===== src/rtl/calc_pkg.sv =====
`default_nettype none
// ============================================================================
// Module      : calc_pkg
// Description : Shared calculator ALU constants and sequencer state encoding.
// Revision    : 1.0 - initial release
// ============================================================================
package calc_pkg;

    localparam int CALC_WIDTH = 8;

    typedef enum logic [0:0] {
        ST_IDLE = 1'b0,
        ST_RUN  = 1'b1
    } calc_state_t;

endpackage : calc_pkg
`default_nettype wire


===== src/rtl/twos_negate.sv =====
`default_nettype none
// ============================================================================
// Module      : twos_negate
// Description : Conditional two's-complement negate, shared across ALU blocks.
// Revision    : 1.0 - initial release
// ============================================================================
module twos_negate #(
    parameter int WIDTH = 8
) (
    input  logic [WIDTH-1:0] i_value,
    input  logic             i_negate,
    output logic [WIDTH-1:0] o_value
);

    assign o_value = i_negate ? ({WIDTH{1'b0}} - i_value) : i_value;

endmodule : twos_negate
`default_nettype wire


===== src/rtl/seq_shift_add_multiplier.sv =====
`default_nettype none
// ============================================================================
// Module      : seq_shift_add_multiplier
// Description : Sequential shift-and-add multiplier, one partial product per
//               clock, signed/unsigned, start/done handshake, held result.
// Revision    : 1.0 - initial release
// ============================================================================
module seq_shift_add_multiplier
    import calc_pkg::*;
#(
    parameter int WIDTH = CALC_WIDTH
) (
    input  logic                 clk,
    input  logic                 reset,
    input  logic                 start,
    input  logic                 signed_mode,
    input  logic [WIDTH-1:0]     A,
    input  logic [WIDTH-1:0]     B,
    output logic                 busy,
    output logic                 done,
    output logic [2*WIDTH-1:0]   P
);

    localparam int                 c_CNT_W    = $clog2(WIDTH + 1);
    localparam logic [c_CNT_W-1:0] c_CNT_INIT = c_CNT_W'(WIDTH);
    localparam logic [c_CNT_W-1:0] c_CNT_ONE  = c_CNT_W'(1);

    calc_state_t          r_state;
    calc_state_t          w_state_next;

    logic [WIDTH-1:0]     r_mag_a;
    logic [WIDTH-1:0]     r_mag_b;
    logic [WIDTH-1:0]     r_acc;
    logic [c_CNT_W-1:0]   r_count;
    logic                 r_neg;
    logic                 r_done;
    logic [2*WIDTH-1:0]   r_p;

    logic [WIDTH-1:0]     w_abs_a;
    logic [WIDTH-1:0]     w_abs_b;
    logic                 w_start_accept;
    logic                 w_last;
    logic [WIDTH:0]       w_sum;
    logic [2*WIDTH-1:0]   w_prod;
    logic [2*WIDTH-1:0]   w_signed_prod;

    // Magnitudes only when signed; the most-negative value maps onto itself,
    // which is exactly its unsigned magnitude.
    twos_negate #(.WIDTH(WIDTH)) u_abs_a (
        .i_value  (A),
        .i_negate (signed_mode & A[WIDTH-1]),
        .o_value  (w_abs_a)
    );

    twos_negate #(.WIDTH(WIDTH)) u_abs_b (
        .i_value  (B),
        .i_negate (signed_mode & B[WIDTH-1]),
        .o_value  (w_abs_b)
    );

    twos_negate #(.WIDTH(2*WIDTH)) u_prod_sign (
        .i_value  (w_prod),
        .i_negate (r_neg),
        .o_value  (w_signed_prod)
    );

    assign w_start_accept = (r_state == ST_IDLE) && start;
    assign w_last         = (r_state == ST_RUN) && (r_count == c_CNT_ONE);

    // Carry-extended partial-product add, then {carry, acc, mag_b} >> 1.
    // r_mag_b[0] has been consumed, so only the upper multiplier bits survive.
    assign w_sum  = {1'b0, r_acc} + (r_mag_b[0] ? {1'b0, r_mag_a} : {(WIDTH+1){1'b0}});
    assign w_prod = {w_sum, r_mag_b[WIDTH-1:1]};

    always_ff @(posedge clk) begin
        if (reset) begin
            r_state <= ST_IDLE;
        end else begin
            r_state <= w_state_next;
        end
    end

    always_comb begin
        w_state_next = r_state;
        case (r_state)
            ST_IDLE: if (start)  w_state_next = ST_RUN;
            ST_RUN:  if (w_last) w_state_next = ST_IDLE;
            default:             w_state_next = ST_IDLE;
        endcase
    end

    always_ff @(posedge clk) begin
        if (reset) begin
            r_mag_a <= '0;
            r_mag_b <= '0;
            r_acc   <= '0;
            r_count <= '0;
            r_neg   <= 1'b0;
            r_done  <= 1'b0;
            r_p     <= '0;
        end else begin
            r_done <= 1'b0;
            if (w_start_accept) begin
                r_mag_a <= w_abs_a;
                r_mag_b <= w_abs_b;
                r_neg   <= signed_mode & (A[WIDTH-1] ^ B[WIDTH-1]);
                r_acc   <= '0;
                r_count <= c_CNT_INIT;
            end else if (r_state == ST_RUN) begin
                r_acc   <= w_prod[2*WIDTH-1:WIDTH];
                r_mag_b <= w_prod[WIDTH-1:0];
                r_count <= r_count - c_CNT_ONE;
                if (w_last) begin
                    r_p    <= w_signed_prod;
                    r_done <= 1'b1;
                end
            end
        end
    end

    assign busy = (r_state == ST_RUN);
    assign done = r_done;
    assign P    = r_p;

endmodule : seq_shift_add_multiplier
`default_nettype wire

===== config.mk =====
export PLATFORM = sky130hd
export DESIGN_NAME = seq_shift_add_multiplier
export DESIGN_NICKNAME = d
export VERILOG_FILES = /design/src/rtl/calc_pkg.sv /design/src/rtl/twos_negate.sv /design/src/rtl/seq_shift_add_multiplier.sv
export SDC_FILE = /design/constraint.sdc
export NUM_CORES = 1
export LEC_CHECK = 0
export CORE_ASPECT_RATIO = 2
export CORE_UTILIZATION = 56
export CTS_BUF_LIST = sky130_fd_sc_hd__clkbuf_16
export CTS_CLUSTER_SIZE = 10
export DETAILED_ROUTE_END_ITERATION = 7
export GPL_TIMING_DRIVEN = 0
export PLACE_DENSITY = 0.86
export SYNTH_ARGS = -nofsm -noshare
export SYNTH_HDL_FRONTEND = slang
export SYNTH_HIERARCHICAL = 1
export SYNTH_SLANG_ARGS = --single-unit

===== constraint.sdc =====
create_clock -name clk -period 3.6 [get_ports clk]
set_input_delay 1.08 -clock clk [delete_from_list [all_inputs] [get_ports clk]]
set_output_delay 1.08 -clock clk [all_outputs]
set_load 0.1 [all_outputs]

==> impl_metrics.csv <==
group,metric,value,unit
clock_network,clkTransAtPathRegs,60,ps
worst_setup_path,worstPathArrival,3240,ps
clock_network,clkSinkCount,47,
synthesis,synth_cell_types,51,
sta,hold_viol,0,
clock_network,cts_buffers,5,
power_and_ir_drop,power.density,351.3,nW/µm²
drt,wl,6.394,mm
global_routing,grt_usage,26.00,%
place,place_area,3392,µm²
drt,viasPerCell,5.602,
global_routing,grt_first_pass_wirelength,10.91,mm
synthesis,ys_ff_latch,47,
worst_setup_path,path_cells,"and2_1, ha_1, fa_1, a21oi_1, o21ai_1, a21oi_1, xnor2_1, nor4_1, nand2_1, a21oi_2, xnor2_1, nand2_1, a21oi_1",
floorplan,die_area,5578,µm²
drt,drt-wirelength-per-cell,13.84,µm
synthesis,syn_area,2949,µm²
floorplan,initial_core_util,57.91,%
global_routing,antenna_found_initial,0,
cells_and_area,finalNetCount,438,
clock_network,h-tree-depth,2,
sta,rsz0062_at_grt,"false",
worst_setup_path,worstSetupPathType,"reg2reg",
flow_run,drv_cap,0,
floorplan,die_h,104.6,µm
clock_network,cts.repair.resized,0,
worst_setup_path,cp_slowest_cell,"nor4_1",
sta,maxSlewHeadroom,34.80,%
cells_and_area,drive_gt1_share,10.89,%
sta,clock_skew,3.982,ps
power_and_ir_drop,p_leak,1.398,nW
floorplan,core,5092,µm²
global_routing,grt_remaining_overflow,0,
sta,worst_slew_pin_slew,974.9,ps
synthesis,synth_ff_type,"dfxtp_1",
cells_and_area,area_growth,19.56,%
synthesis,syn_inst,360,
clock_network,cts_tree,"done",
min_path,worstHoldPathType,"reg2reg",
global_routing,grt_pass1_vias,2581,
sta,min_period,3027,ps
drt,drt_iter0_drc,42,
worst_setup_path,start_kind,"flip-flop",
power_and_ir_drop,peakVddDrop,0.4607,mV
floorplan,io_pins,38,
worst_setup_path,worst-path-max-fanout,9,
cells_and_area,seq_area,940.9,µm²
drt,vias,2588,
sta,slew_violations,0,
sta,whs,447.6,ps
drt,antenna_left,0,
place,routabilityCongestion,0.8761,
sta,finalSetupViolCount,0,
clock_network,cts-root-buf,"clkbuf_16",
floorplan,rows,37,
outcome,outcome,"complete, no violations",
synthesis,async_reset_ff_share,0,%
clock_network,clock_path_buffers,2,
worst_setup_path,end_kind,"flip-flop",
worst_setup_path,required,3820,ps
drt,first_pass_iters,4,
synthesis,ys_warn_count,6,
sta,worst_slack,572.6,ps
worst_setup_path,path_common_cell,"a21oi_1",
cells_and_area,num_antenna_cells,0,
sta,fin_crit_sh,84.09,%
synthesis,synth_seq_area_share,31.90,%
worst_setup_path,max_stage_delay,420,ps
synthesis,syn_avg_cell_area,8.192,µm²
cells_and_area,multi_input_area,1854,µm²
sta,fmax,330.3,MHz
clock_network,post-cts-setup-buffers,0,
place,dpl_worst_slack,622.3,ps
synthesis,synth_enable_flop_cells,0,
drt,drc_errors,0,
floorplan,die_width,53.32,µm
place,io_buffers,37,
cells_and_area,fill_cells,421,
synthesis,syn-num-nets,394,
clock_network,clk_latency,290,ps
cells_and_area,finish.utilization,69.24,%
cells_and_area,design_area,3526,µm²
clock_network,cts.hold.buffers_added,0,
global_routing,grt_max_degree,14,
sta,setup_tns,0,ps
place,hpwl,5.048,mm
## Yosys cell counts, types with 4 or more instances
master / number / area (µm²)
nor3_1: 5 / 25.02
ha_1: 13 / 162.7
o21ai_0: 5 / 25.02
a21oi_1: 44 / 220.2
nor3b_1: 5 / 37.54
a21oi_2: 4 / 35.03
nor2b_1: 4 / 25.02
clkbuf_1: 7 / 26.28
xor2_1: 6 / 52.55
nor2_1: 29 / 108.9
xnor2_1: 27 / 236.5
inv_1: 12 / 45.04
o21ai_1: 7 / 35.03
mux2i_1: 8 / 80.08
nand2_1: 60 / 225.2
and2_1: 10 / 62.56
nand2b_1: 9 / 56.30
or3_4: 5 / 56.30
buf_2: 9 / 45.04
dfxtp_1: 47 / 940.9
## flip-flops by register name, indices dropped and copies added, names as in the netlist
| register | count |
|---|---|
| r_neg | 1 |
| r_mag_b | 8 |
| P | 16 |
| r_acc | 8 |
| r_mag_a | 8 |
| r_count | 4 |
| done | 1 |
| busy | 1 |
## area by class of cell
class,instances,share of cell area [%]
Clock buffer,5,3.549
Inverter,13,1.384
Multi-Input combinational cell,278,52.59
Sequential cell,47,26.69
Timing Repair Buffer,37,10.50
Tap cell,58,2.058
Buffer,22,2.981
Clock inverter,2,0.2484
## path summary, 6_finish.rpt
kind	from	endpoint	slack [ps]	cells after the start
max	r_mag_b[0]	P[14]	570	13
min	r_mag_a[5]	r_mag_a[5]	450	2
max reg2reg	r_mag_b[0]	P[14]	570	13
min reg2reg	r_mag_a[5]	r_mag_a[5]	450	2
## power by group
part           switching, mW  internal [mW]  total [mW]
combinational          0.141          0.106       0.246
sequential            0.0181          0.541       0.559
clock                  0.184          0.250       0.434
total                  0.343          0.896        1.24
## metrics by stage
step | std cells | power [mW]
2_1_floorplan | 360 | 0.7426
3_3_place_gp | 455 | 0.8046
3_5_place_dp | 455 | 0.8138
4_1_cts | 462 | 1.243
5_1_grt | 462 | 1.292
6_report | 462 | 1.239
## critical path, delay by kind of cell (launching register included)
kind | cells | cell delay, ps
and+or+nand+nor | 4 | 800
xor gates and xnor gates | 2 | 290
adders and majority gates | 2 | 630
DFF | 1 | 380
AOI/OAI and AO/OA | 5 | 850
## kinds of logic after synthesis
| kind of cell | count (synthesis) | synth area share (%) |
|---|---|---|
| AND/OR/NAND/NOR | 141 | 24.06 |
| XOR/XNOR | 33 | 9.801 |
| multiplexers | 9 | 3.097 |
| flip-flops | 47 | 31.90 |
| adder cells (fa/ha/maj) | 14 | 6.194 |
| AO/OA/AOI/OAI | 81 | 19.73 |
| buffers and inverters | 35 | 5.218 |
## layer usage
metal | vias up | global-route usage (%) | routed length (µm)
met2 | 59 | 48.04 | 3767
met1 | 1208 | 24.77 | 2302
li1 | 1305 | - | -
met3 | 16 | 4.658 | 143
met5 | - | 0 | 0
met4 | 0 | 14.10 | 182
## placed cells by master (no fill, tap or decap), types with 2 or more instances in the layout
cell type and n:
dfxtp_1 47, nor4_1 2, a21oi_1 44, buf_2 9
mux2i_1 8, nand3_1 3, o21ai_1 7, xor2_1 6
o21a_1 2, xnor2_1 27, nand2_1 60, nand2b_1 9
nor3b_1 5, nor2_1 29, nor2b_1 4, buf_4 3
a21oi_2 4, clkdlybuf4s50_1 37, or3_4 5, o31ai_2 3
buf_1 3, o31ai_4 3, clkbuf_16 5, o21ai_0 5
ha_1 13, nor3_1 5, inv_1 12, a21o_1 2
clkbuf_1 7, and2_1 10
(Power assumes the default switching activity.)
